--- src/rtl/as_pack.sv ---
// Shared types and sizes for the GPIO write-side controller.
package as_pack;

  localparam int nr_gpios        = 8;
  localparam int gpio_addr_width = 4;

  typedef struct packed {
    logic [gpio_addr_width-1:0] addr;
    logic [nr_gpios-1:0]        data;
  } gpio_wr_t;

  typedef enum logic [1:0] {
    IDLE,
    DRIVE,
    GAP
  } gpio_ctrl_state_t;

  function automatic int max_int(input int a, input int b);
    return (a > b) ? a : b;
  endfunction

endpackage

--- src/rtl/as_sync_fifo.sv ---
// Single-clock FIFO with a count register for full/empty; pointers wrap naturally.
module as_sync_fifo #(
  parameter int WIDTH = 8,
  parameter int DEPTH = 4
) (
  input  logic             clk_i,
  input  logic             rst_i,
  input  logic             push_i,
  input  logic             pop_i,
  input  logic [WIDTH-1:0] din_i,
  output logic [WIDTH-1:0] dout_o,
  output logic             full_o,
  output logic             empty_o
);

  localparam int PTR_W = $clog2(DEPTH);
  localparam int CNT_W = $clog2(DEPTH + 1);

  logic [WIDTH-1:0] r_mem [DEPTH];
  logic [PTR_W-1:0] r_wr_ptr;
  logic [PTR_W-1:0] r_rd_ptr;
  logic [CNT_W-1:0] r_count;
  logic             w_push;
  logic             w_pop;

  assign full_o  = (r_count == CNT_W'(DEPTH));
  assign empty_o = (r_count == '0);
  assign w_push  = push_i & ~full_o;
  assign w_pop   = pop_i & ~empty_o;
  assign dout_o  = r_mem[r_rd_ptr];

  always_ff @(posedge clk_i or negedge rst_i) begin
    if (!rst_i) begin
      r_wr_ptr <= '0;
      r_rd_ptr <= '0;
      r_count  <= '0;
    end else begin
      if (w_push) r_wr_ptr <= r_wr_ptr + PTR_W'(1);
      if (w_pop)  r_rd_ptr <= r_rd_ptr + PTR_W'(1);
      case ({w_push, w_pop})
        2'b10:   r_count <= r_count + CNT_W'(1);
        2'b01:   r_count <= r_count - CNT_W'(1);
        default: r_count <= r_count;
      endcase
    end
  end

  // Storage carries no reset; validity is tracked by the count alone.
  always_ff @(posedge clk_i) begin
    if (w_push) r_mem[r_wr_ptr] <= din_i;
  end

endmodule

--- src/rtl/as_gpio_ctrl.sv ---
// GPIO write-side controller: buffers MEM-stage stores and sequences them onto
// the GPIO bus with a fixed cs_o high time and an idle gap between entries.
module as_gpio_ctrl
  import as_pack::*;
#(
  parameter int FIFO_DEPTH = 4,
  parameter int CS_HOLD    = 2,
  parameter int GAP_CYC    = 1
) (
  input  logic                       clk_i,
  input  logic                       rst_i,
  input  logic                       wr_req_i,
  input  logic [gpio_addr_width-1:0] wr_addr_i,
  input  logic [nr_gpios-1:0]        wr_data_i,
  output logic                       wr_ack_o,
  output logic                       stall_o,
  output logic [nr_gpios-1:0]        gpio_o,
  output logic [gpio_addr_width-1:0] gpioAddr_o,
  output logic                       cs_o,
  output logic                       busy_o
);

  localparam int CNT_W = $clog2(max_int(CS_HOLD, GAP_CYC) + 1);
  localparam logic [CNT_W-1:0] HOLD_LD = CNT_W'(CS_HOLD - 1);
  localparam logic [CNT_W-1:0] GAP_LD  = (GAP_CYC > 0) ? CNT_W'(GAP_CYC - 1) : '0;

  gpio_ctrl_state_t            r_state;
  gpio_ctrl_state_t            w_nxt_state;
  logic [CNT_W-1:0]            r_cnt;
  logic [CNT_W-1:0]            w_nxt_cnt;
  logic                        r_cs;
  logic                        w_nxt_cs;
  logic                        w_pop;
  logic                        w_full;
  logic                        w_empty;
  logic [$bits(gpio_wr_t)-1:0] w_fifo_dout;
  gpio_wr_t                    w_head;
  gpio_wr_t                    w_wr_entry;
  logic [nr_gpios-1:0]         r_gpio;
  logic [gpio_addr_width-1:0]  r_addr;

  // No bypass: a full FIFO refuses even when a pop happens on the same edge.
  assign wr_ack_o   = wr_req_i & ~w_full;
  assign stall_o    = wr_req_i & w_full;
  assign w_wr_entry = '{addr: wr_addr_i, data: wr_data_i};
  assign w_head     = gpio_wr_t'(w_fifo_dout);

  as_sync_fifo #(
    .WIDTH($bits(gpio_wr_t)),
    .DEPTH(FIFO_DEPTH)
  ) u_fifo (
    .clk_i  (clk_i),
    .rst_i  (rst_i),
    .push_i (wr_ack_o),
    .pop_i  (w_pop),
    .din_i  (w_wr_entry),
    .dout_o (w_fifo_dout),
    .full_o (w_full),
    .empty_o(w_empty)
  );

  always_ff @(posedge clk_i or negedge rst_i) begin
    if (!rst_i) begin
      r_state <= IDLE;
      r_cnt   <= '0;
      r_cs    <= 1'b0;
    end else begin
      r_state <= w_nxt_state;
      r_cnt   <= w_nxt_cnt;
      r_cs    <= w_nxt_cs;
    end
  end

  always_comb begin
    w_nxt_state = r_state;
    w_nxt_cnt   = r_cnt;
    w_nxt_cs    = r_cs;
    w_pop       = 1'b0;
    unique case (r_state)
      IDLE: begin
        if (!w_empty) begin
          w_pop       = 1'b1;
          w_nxt_cs    = 1'b1;
          w_nxt_cnt   = HOLD_LD;
          w_nxt_state = DRIVE;
        end
      end
      DRIVE: begin
        if (r_cnt != '0) begin
          w_nxt_cnt = r_cnt - CNT_W'(1);
        end else if (GAP_CYC > 0) begin
          w_nxt_cs    = 1'b0;
          w_nxt_cnt   = GAP_LD;
          w_nxt_state = GAP;
        end else if (!w_empty) begin
          // Back-to-back entries keep cs_o asserted across the hand-over.
          w_pop     = 1'b1;
          w_nxt_cnt = HOLD_LD;
        end else begin
          w_nxt_cs    = 1'b0;
          w_nxt_state = IDLE;
        end
      end
      GAP: begin
        if (r_cnt != '0) begin
          w_nxt_cnt = r_cnt - CNT_W'(1);
        end else if (!w_empty) begin
          w_pop       = 1'b1;
          w_nxt_cs    = 1'b1;
          w_nxt_cnt   = HOLD_LD;
          w_nxt_state = DRIVE;
        end else begin
          w_nxt_state = IDLE;
        end
      end
      default: begin
        w_nxt_cs    = 1'b0;
        w_nxt_state = IDLE;
      end
    endcase
  end

  // Bus data changes only on a pop and holds the last entry afterwards.
  always_ff @(posedge clk_i or negedge rst_i) begin
    if (!rst_i) begin
      r_gpio <= '0;
      r_addr <= '0;
    end else if (w_pop) begin
      r_gpio <= w_head.data;
      r_addr <= w_head.addr;
    end
  end

  assign gpio_o     = r_gpio;
  assign gpioAddr_o = r_addr;
  assign cs_o       = r_cs;
  assign busy_o     = ~w_empty | (r_state != IDLE);

endmodule

--- config.mk ---
export PLATFORM = sky130hd
export DESIGN_NAME = as_gpio_ctrl
export DESIGN_NICKNAME = d
export VERILOG_FILES = /design/src/rtl/as_pack.sv /design/src/rtl/as_sync_fifo.sv /design/src/rtl/as_gpio_ctrl.sv
export SDC_FILE = /design/constraint.sdc
export NUM_CORES = 1
export LEC_CHECK = 0
export CAP_MARGIN = 30
export CORE_MARGIN = 1
export CORE_UTILIZATION = 56
export DETAILED_ROUTE_END_ITERATION = 12
export PLACE_DENSITY_LB_ADDON = 0.08
export SLEW_MARGIN = 30
export SYNTH_ARGS = -nofsm -noshare
export SYNTH_HDL_FRONTEND = slang
export SYNTH_SLANG_ARGS = --single-unit
--- constraint.sdc ---
create_clock -name clk_i -period 2.46 [get_ports clk_i]
set_input_delay 0.738 -clock clk_i [delete_from_list [all_inputs] [get_ports clk_i]]
set_output_delay 0.738 -clock clk_i [all_outputs]
set_load 0.05 [all_outputs]
==> results.toml, run 1 <==
[global_route]
groute.usage.overall = 0.2002
number_of_global_route_vias_before_repair = 1584
grt_first_pass_wirelength_mm = 7.507
number_of_antenna_violations_at_the_first_check_in_global_routing = 0
grt_max_degree = 25
gr-total-overflow = 0

[setup_path]
regToRegStartpoint = "r_state[0]"
endpoint_kind = "primary output"
regToRegSetupSlack_ps = 190
worst-path-max-fanout = 2
worst_r2r_path_depth = 11
start_kind = "primary input"
crit_arrival_ps = 1650
worst-setup-path-type = "in2out"
cp.required_ps = 1720
rr_endpoint = "u_fifo.r_count[2]"

[routing]
vias_per_cell = 5.447
route.final.wire_length_mm = 4.830
post_drt_wl_per_cell_um = 17.01
postRouteAntennaNets = 0
drc = 0
drt-initial-drc-count = 101
pre_antenna_drt_iters = 4
via_count = 1547

[placement]
placement.io_buffers = 30
gp_congestion = 0.7921
detailed_place_hpwl_mm = 3.289

[synthesis]
synth_nets = 184
syn_area_um2 = 2944
post_synth_inst_count = 159
synth.top_cell.area_share = 0.4896
commonest_cells_in_the_netlist = "sky130_fd_sc_hd__edfxtp_1 (48), sky130_fd_sc_hd__dfrtp_1 (24), sky130_fd_sc_hd__mux2_2 (14)"
postSynthAreaPerCell_um2 = 18.52
yosys_most_used_dff = "sky130_fd_sc_hd__edfxtp_1"
synth-warning-count = 0
ys_ff_latch = 72
synthDistinctLibCells = 29
yosys-top-cells-area = "sky130_fd_sc_hd__edfxtp_1 (49%), sky130_fd_sc_hd__dfrtp_1 (20%), sky130_fd_sc_hd__mux4_2 (6.1%), sky130_fd_sc_hd__mux2_2 (5.4%), sky130_fd_sc_hd__ha_1 (3.8%)"
number_of_flops_mapped_to_enable_cells_by_yosys = 48
yosysSeqAreaShare = 0.6936
synth_area_leader_cell = "sky130_fd_sc_hd__edfxtp_1"
post-synth-top-count-cell = "sky130_fd_sc_hd__edfxtp_1"
async_flop_share = 0.3333

[worst_hold_path]
whs_endpoint = "gpio_o[5]"
timing.hold.worst.start = "gpio_o[5]"
hold_depth = 1
min_path_type = "reg2reg"

[cts]
clkLatencyLatePin_ps = 340
clock_tree.root_cell = "sky130_fd_sc_hd__clkbuf_8"
cts_resized = 0
postCtsSetupBuffers = 0
cts_max_path_buffers = 2
cts-buffers-inserted = 9
ctsHtreeMaxLevel = 3
hold_fix_buffer_count_after_cts = 0
cts_num_sinks = 72
clock_tree_from_tritoncts = "built"
clkTransAtPathRegs_ps = 70

[floorplanning]
core_region_area_um2 = 5075
ioPinCount = 31
die_w_um = 74.51
start_util = 0.5801
vert_die_dim_um = 74.51
floorplan.rows = 26
die_area_um2 = 5551

[sta]
timing.final.hold_violations = 0
maxSlewHeadroom = 0.5925
finalHoldWorstSlack_ps = 506.7
grt_setup_unrepaired = "false"
finalWorstPathRequiredPeriod_ps = 2391
final_min_period_over_clock_period = 0.9720
max_slew.worst_pin.slew_ps = 611.2
clock-skew-final_ps = 4.360
final-setup-viol-count = 0
achievable-frequency_mhz = 418.2
slew_violations = 0

[cells_and_area]
post_layout_nets = 234
area_delta_synth_final_pct = 22.78
insertedDiodeCount = 0
share_of_layout_cells_above_drive_strength_1 = 0.2570

[pwr]
leakage_uw = 0.001375
worst_ir_drop_vdd_mv = 0.6480
power_density_nw_per_um2 = 1369
fin_total_pwr_uw = 4950

[flow_run]
drv_cap = 0

[run_status]
status = "complete, no violations"
## cells in the final DEF, fill, tap and decap left out, types with 4 or more instances in the layout
cell type                         instances
sky130_fd_sc_hd__edfxtp_1                48
sky130_fd_sc_hd__clkdlybuf4s50_1         27
sky130_fd_sc_hd__dfrtp_1                 24
sky130_fd_sc_hd__mux2_2                  14
sky130_fd_sc_hd__buf_4                   12
sky130_fd_sc_hd__inv_1                   11
sky130_fd_sc_hd__ha_1                     9
sky130_fd_sc_hd__clkbuf_8                 9
sky130_fd_sc_hd__mux4_2                   8
sky130_fd_sc_hd__and2_1                   4
sky130_fd_sc_hd__a21oi_1                  4
sky130_fd_sc_hd__xnor2_1                  4
sky130_fd_sc_hd__mux4_1                   4
sky130_fd_sc_hd__buf_12                   4
## layer usage
layer,global-route usage,share of wire
met1,0.2229,0.42
met2,0.3483,0.54
met4,0.1132,0.019
met3,0.05285,0.028
met5,0,0
## registers in the layout, summed over array words and instances (netlist names), 2 cells and up
register,cells
u_fifo.r_mem,48
gpio_o,8
gpioAddr_o,4
u_fifo.r_count,3
r_cnt,2
r_state,2
u_fifo.r_rd_ptr,2
u_fifo.r_wr_ptr,2
## worst max-delay path by stage
stage	startpoint	to	slack, ps	cells after the start
2_1_floorplan	wr_req_i	u_fifo.r_count[1]	100	6
3_3_place_gp	wr_req_i	u_fifo.r_count[2]	50	9
3_5_place_dp	wr_req_i	u_fifo.r_count[2]	-50	9
4_1_cts	wr_req_i	wr_ack_o	60	4
5_1_grt	r_state[0]	u_fifo.r_count[2]	10	11
6_report	wr_req_i	wr_ack_o	70	4
## where the power goes
part | leakage, uW | total, uW | internal, uW | switching (uW)
clock | 0.0000941 | 868 | 464 | 404
combinational | 0.000558 | 2160 | 1020 | 1140
sequential | 0.000724 | 1920 | 1680 | 238
## layout make-up
type | instances | area (um^2)
repair buffers | 43 | 440.4
flip-flops and latches | 72 | 2042
inverters | 11 | 41.29
fillers | 343 | 1460
clock buffers | 12 | 135.1
well taps | 70 | 87.58
multi-input cells | 72 | 823.3
clock inverters | 4 | 45.04
## metrics by stage
step           cells  cell area [um^2]  utilization  TNS [ps]  setup slack, ps
2_1_floorplan    159              2944            -         0            100.6
3_3_place_gp     268              3435       0.6768         0            45.87
3_5_place_dp     268              3435       0.6768    -53.84           -53.84
4_1_cts          284              3615       0.7123         0            61.98
5_1_grt          284              3615       0.7123         0            14.01
6_report         284              3615       0.7123         0            68.86
## worst max-delay path, cell delays in order
cell                              delay [ps]
sky130_fd_sc_hd__clkdlybuf4s50_1         470
sky130_fd_sc_hd__a21boi_2                180
sky130_fd_sc_hd__buf_4                   140
sky130_fd_sc_hd__buf_12                  130
## cell families (layout without fill, tap and decap cells)
kind of cell	after synthesis	after routing	share of synthesized area
multiplexers	26	26	0.1504
adder cells (fa/ha/maj)	10	10	0.04505
buffers and inverters	15	70	0.02677
XOR/XNOR	6	6	0.01785
flip-flops	72	72	0.6936
AND/OR/NAND/NOR	14	14	0.02805
AO/OA/AOI/OAI	16	16	0.03825
Power figures use the tool's default switching activity.
==> inputs of run 2 (changes only) <==
Settings changed: CTS_CLUSTER_SIZE set to 16.
==> results of run 2 <==
The final DEF is identical to that of run 1; final timing and power are the same.
==> inputs of run 3 (changes only) <==
Settings changed: CORE_UTILIZATION 56 to 60.
Clock period 2.46 ns to 2.8 ns, I/O delays scaled along.
==> results.toml, run 3 (synthesized netlist as in run 1, its figures left out) <==
[run_status]
status = "complete, no violations"

[pwr]
power_density_nw_per_um2 = 1250
proportion_of_power_drawn_by_combinational_gates = 0.407
p_int_uw = 2965
power.share.switching = 0.3514
power_frac_clock = 0.221
p_switching_uw = 1606
worst_ir_drop_vdd_mv = 0.8306
sequentialPowerShare = 0.373
leakage_uw = 0.001393

[floorplanning]
floorplan.rows = 25
start_util = 0.6233
die_w_um = 72.05
ioPinCount = 31
die_area_um2 = 5191
core_region_area_um2 = 4723
vert_die_dim_um = 72.05

[sta]
timing.final.hold_violations = 0
maxSlewHeadroom = 0.6048
fin_setup_tns_ps = 0
slew_violations = 0
finalWorstPathRequiredPeriod_ps = 2559
grt_setup_unrepaired = "false"
final_min_period_over_clock_period = 0.9139
final-setup-viol-count = 0
max_slew.worst_pin.slew_ps = 592.8
clock-skew-final_ps = 11.62
achievable-frequency_mhz = 390.8

[global_route]
number_of_antenna_violations_at_the_first_check_in_global_routing = 0
groute.usage.overall = 0.2221
grt_first_pass_wirelength_mm = 7.990
number_of_global_route_vias_before_repair = 1609
grt_max_degree = 25
gr-total-overflow = 0

[setup_path]
critical-path-top-delay-family = "buffers and inverters"
cp.depth = 3
worst-setup-path-type = "in2out"
rr_endpoint = "u_fifo.r_count[2]"
endpoint_kind = "primary output"
worst_r2r_path_depth = 11
crit_arrival_ps = 1720
list_of_cells_traversed_by_the_critical_path = "clkdlybuf4s50_1, a21boi_2, buf_12"
critical_path.startpoint = "wr_req_i"
regToRegSetupSlack_ps = 480
cp.required_ps = 1960
start_kind = "primary input"
worst_path_largest_cell_delay_ps = 460
wp_buf_inv = 2
worst_path_max_delay_cell = "sky130_fd_sc_hd__clkdlybuf4s50_1"
crit_end = "wr_ack_o"
regToRegStartpoint = "r_state[0]"
worst-path-max-fanout = 3

[routing]
vias_per_cell = 5.543
postRouteAntennaNets = 0
pre_antenna_drt_iters = 4
route.final.wire_length_mm = 4.982
drt-initial-drc-count = 107
via_count = 1552
post_drt_wl_per_cell_um = 17.79
drc = 0

[cts]
cts_resized = 0
clkLatencyLatePin_ps = 340
cts_max_path_buffers = 2
hold_fix_buffer_count_after_cts = 0
clock_tree_from_tritoncts = "built"
cts_num_sinks = 72
clock_tree.root_cell = "sky130_fd_sc_hd__clkbuf_8"
cts-buffers-inserted = 9
postCtsSetupBuffers = 0
clkTransAtPathRegs_ps = 70
ctsHtreeMaxLevel = 3

[cells_and_area]
layout.cell_area.non_filler_um2 = 3656
layout.cells.most_common_list = "sky130_fd_sc_hd__edfxtp_1 (48), sky130_fd_sc_hd__clkdlybuf4s50_1 (27), sky130_fd_sc_hd__dfrtp_1 (24)"
layout_commonest_cell = "sky130_fd_sc_hd__edfxtp_1"
share_of_layout_cells_above_drive_strength_1 = 0.2629
final-instance-count-excl-fill = 280
insertedDiodeCount = 0
largest_reg_flops = 48
area_delta_synth_final_pct = 24.18
largest-register = "u_fifo.r_mem"
post_layout_nets = 233

[placement]
detailed_place_hpwl_mm = 3.403
placedCellCount = 264
gp_congestion = 0.7866
placement.io_buffers = 30
post_dp_area_um2 = 3401

[worst_hold_path]
min_path_type = "reg2reg"

[flow_run]
drv_cap = 0
run 3: changes by cell type in the layout (fill, tap and decap cells not counted), sizes merged:
cell,change
buf,-2
bufinv,+2
clkbuf,-2
clkinv,-2
clkinvlp,+1
dlymetal6s2s,+1
inv,+1
run 3: worst register-to-register path: stages, from the launching register on:
cell                      delay (ps)
sky130_fd_sc_hd__dfrtp_1         410
sky130_fd_sc_hd__inv_1           110
sky130_fd_sc_hd__ha_1            260
sky130_fd_sc_hd__nor3b_2         260
sky130_fd_sc_hd__o21ai_2          90
sky130_fd_sc_hd__inv_1            60
sky130_fd_sc_hd__ha_1            170
sky130_fd_sc_hd__inv_1            60
sky130_fd_sc_hd__fa_1            380
sky130_fd_sc_hd__xor2_1          160
sky130_fd_sc_hd__nor2_1          120
sky130_fd_sc_hd__xor2_1          170
run 3: worst min path at each step:
stage,from,endpoint,cells after the start
after floorplan,u_fifo.r_count[0],u_fifo.r_count[0],1
after global placement,gpioAddr_o[2],gpioAddr_o[2],1
after detailed placement,gpio_o[2],gpio_o[2],1
after CTS,gpio_o[2],gpio_o[2],1
after global routing,gpio_o[2],gpio_o[2],1
final,gpio_o[4],gpio_o[4],1
run 3: layout make-up:
cell class,instances,area [um^2]
inverter,11,41.29
sequential,72,2042
timing repair buffer,42,412.9
clock buffer,10,137.6
tap,67,83.83
clock inverter,6,115.1
multi-input combinational,72,823.3
fill,257,1067
run 3: layer usage:
| layer | GRT usage | vias up | wire length [um] |
|---|---|---|---|
| met1 | 0.2598 | 804 | 1957 |
| li1 | - | 700 | - |
| met4 | 0.1155 | 0 | 106 |
| met5 | 0 | - | 0 |
| met2 | 0.3732 | 37 | 2712 |
| met3 | 0.06806 | 11 | 205 |
run 3: power by group through the flow:
stage | registers [uW] | logic, uW | clock network (uW)
2_1_floorplan | 1960 | 1060 | 0
5_1_grt | 1750 | 1990 | 1070
6_report | 1700 | 1860 | 1010
3_5_place_dp | 1730 | 1870 | 0
3_3_place_gp | 1700 | 1790 | 0
4_1_cts | 1710 | 1880 | 1030
run 3: per-stage QoR:
step                      power [uW]    util  worst slack [ps]  hold slack (ps)
after floorplan                 3027       -             338.6            507.9
after CTS                       4613  0.7735             3.721            514.6
after global routing            4801  0.7740             196.2            532.5
final                           4571  0.7740             241.1            511.9
after detailed placement        3597  0.7200             147.2            497.3
after global placement          3487  0.7200             228.9            487.2
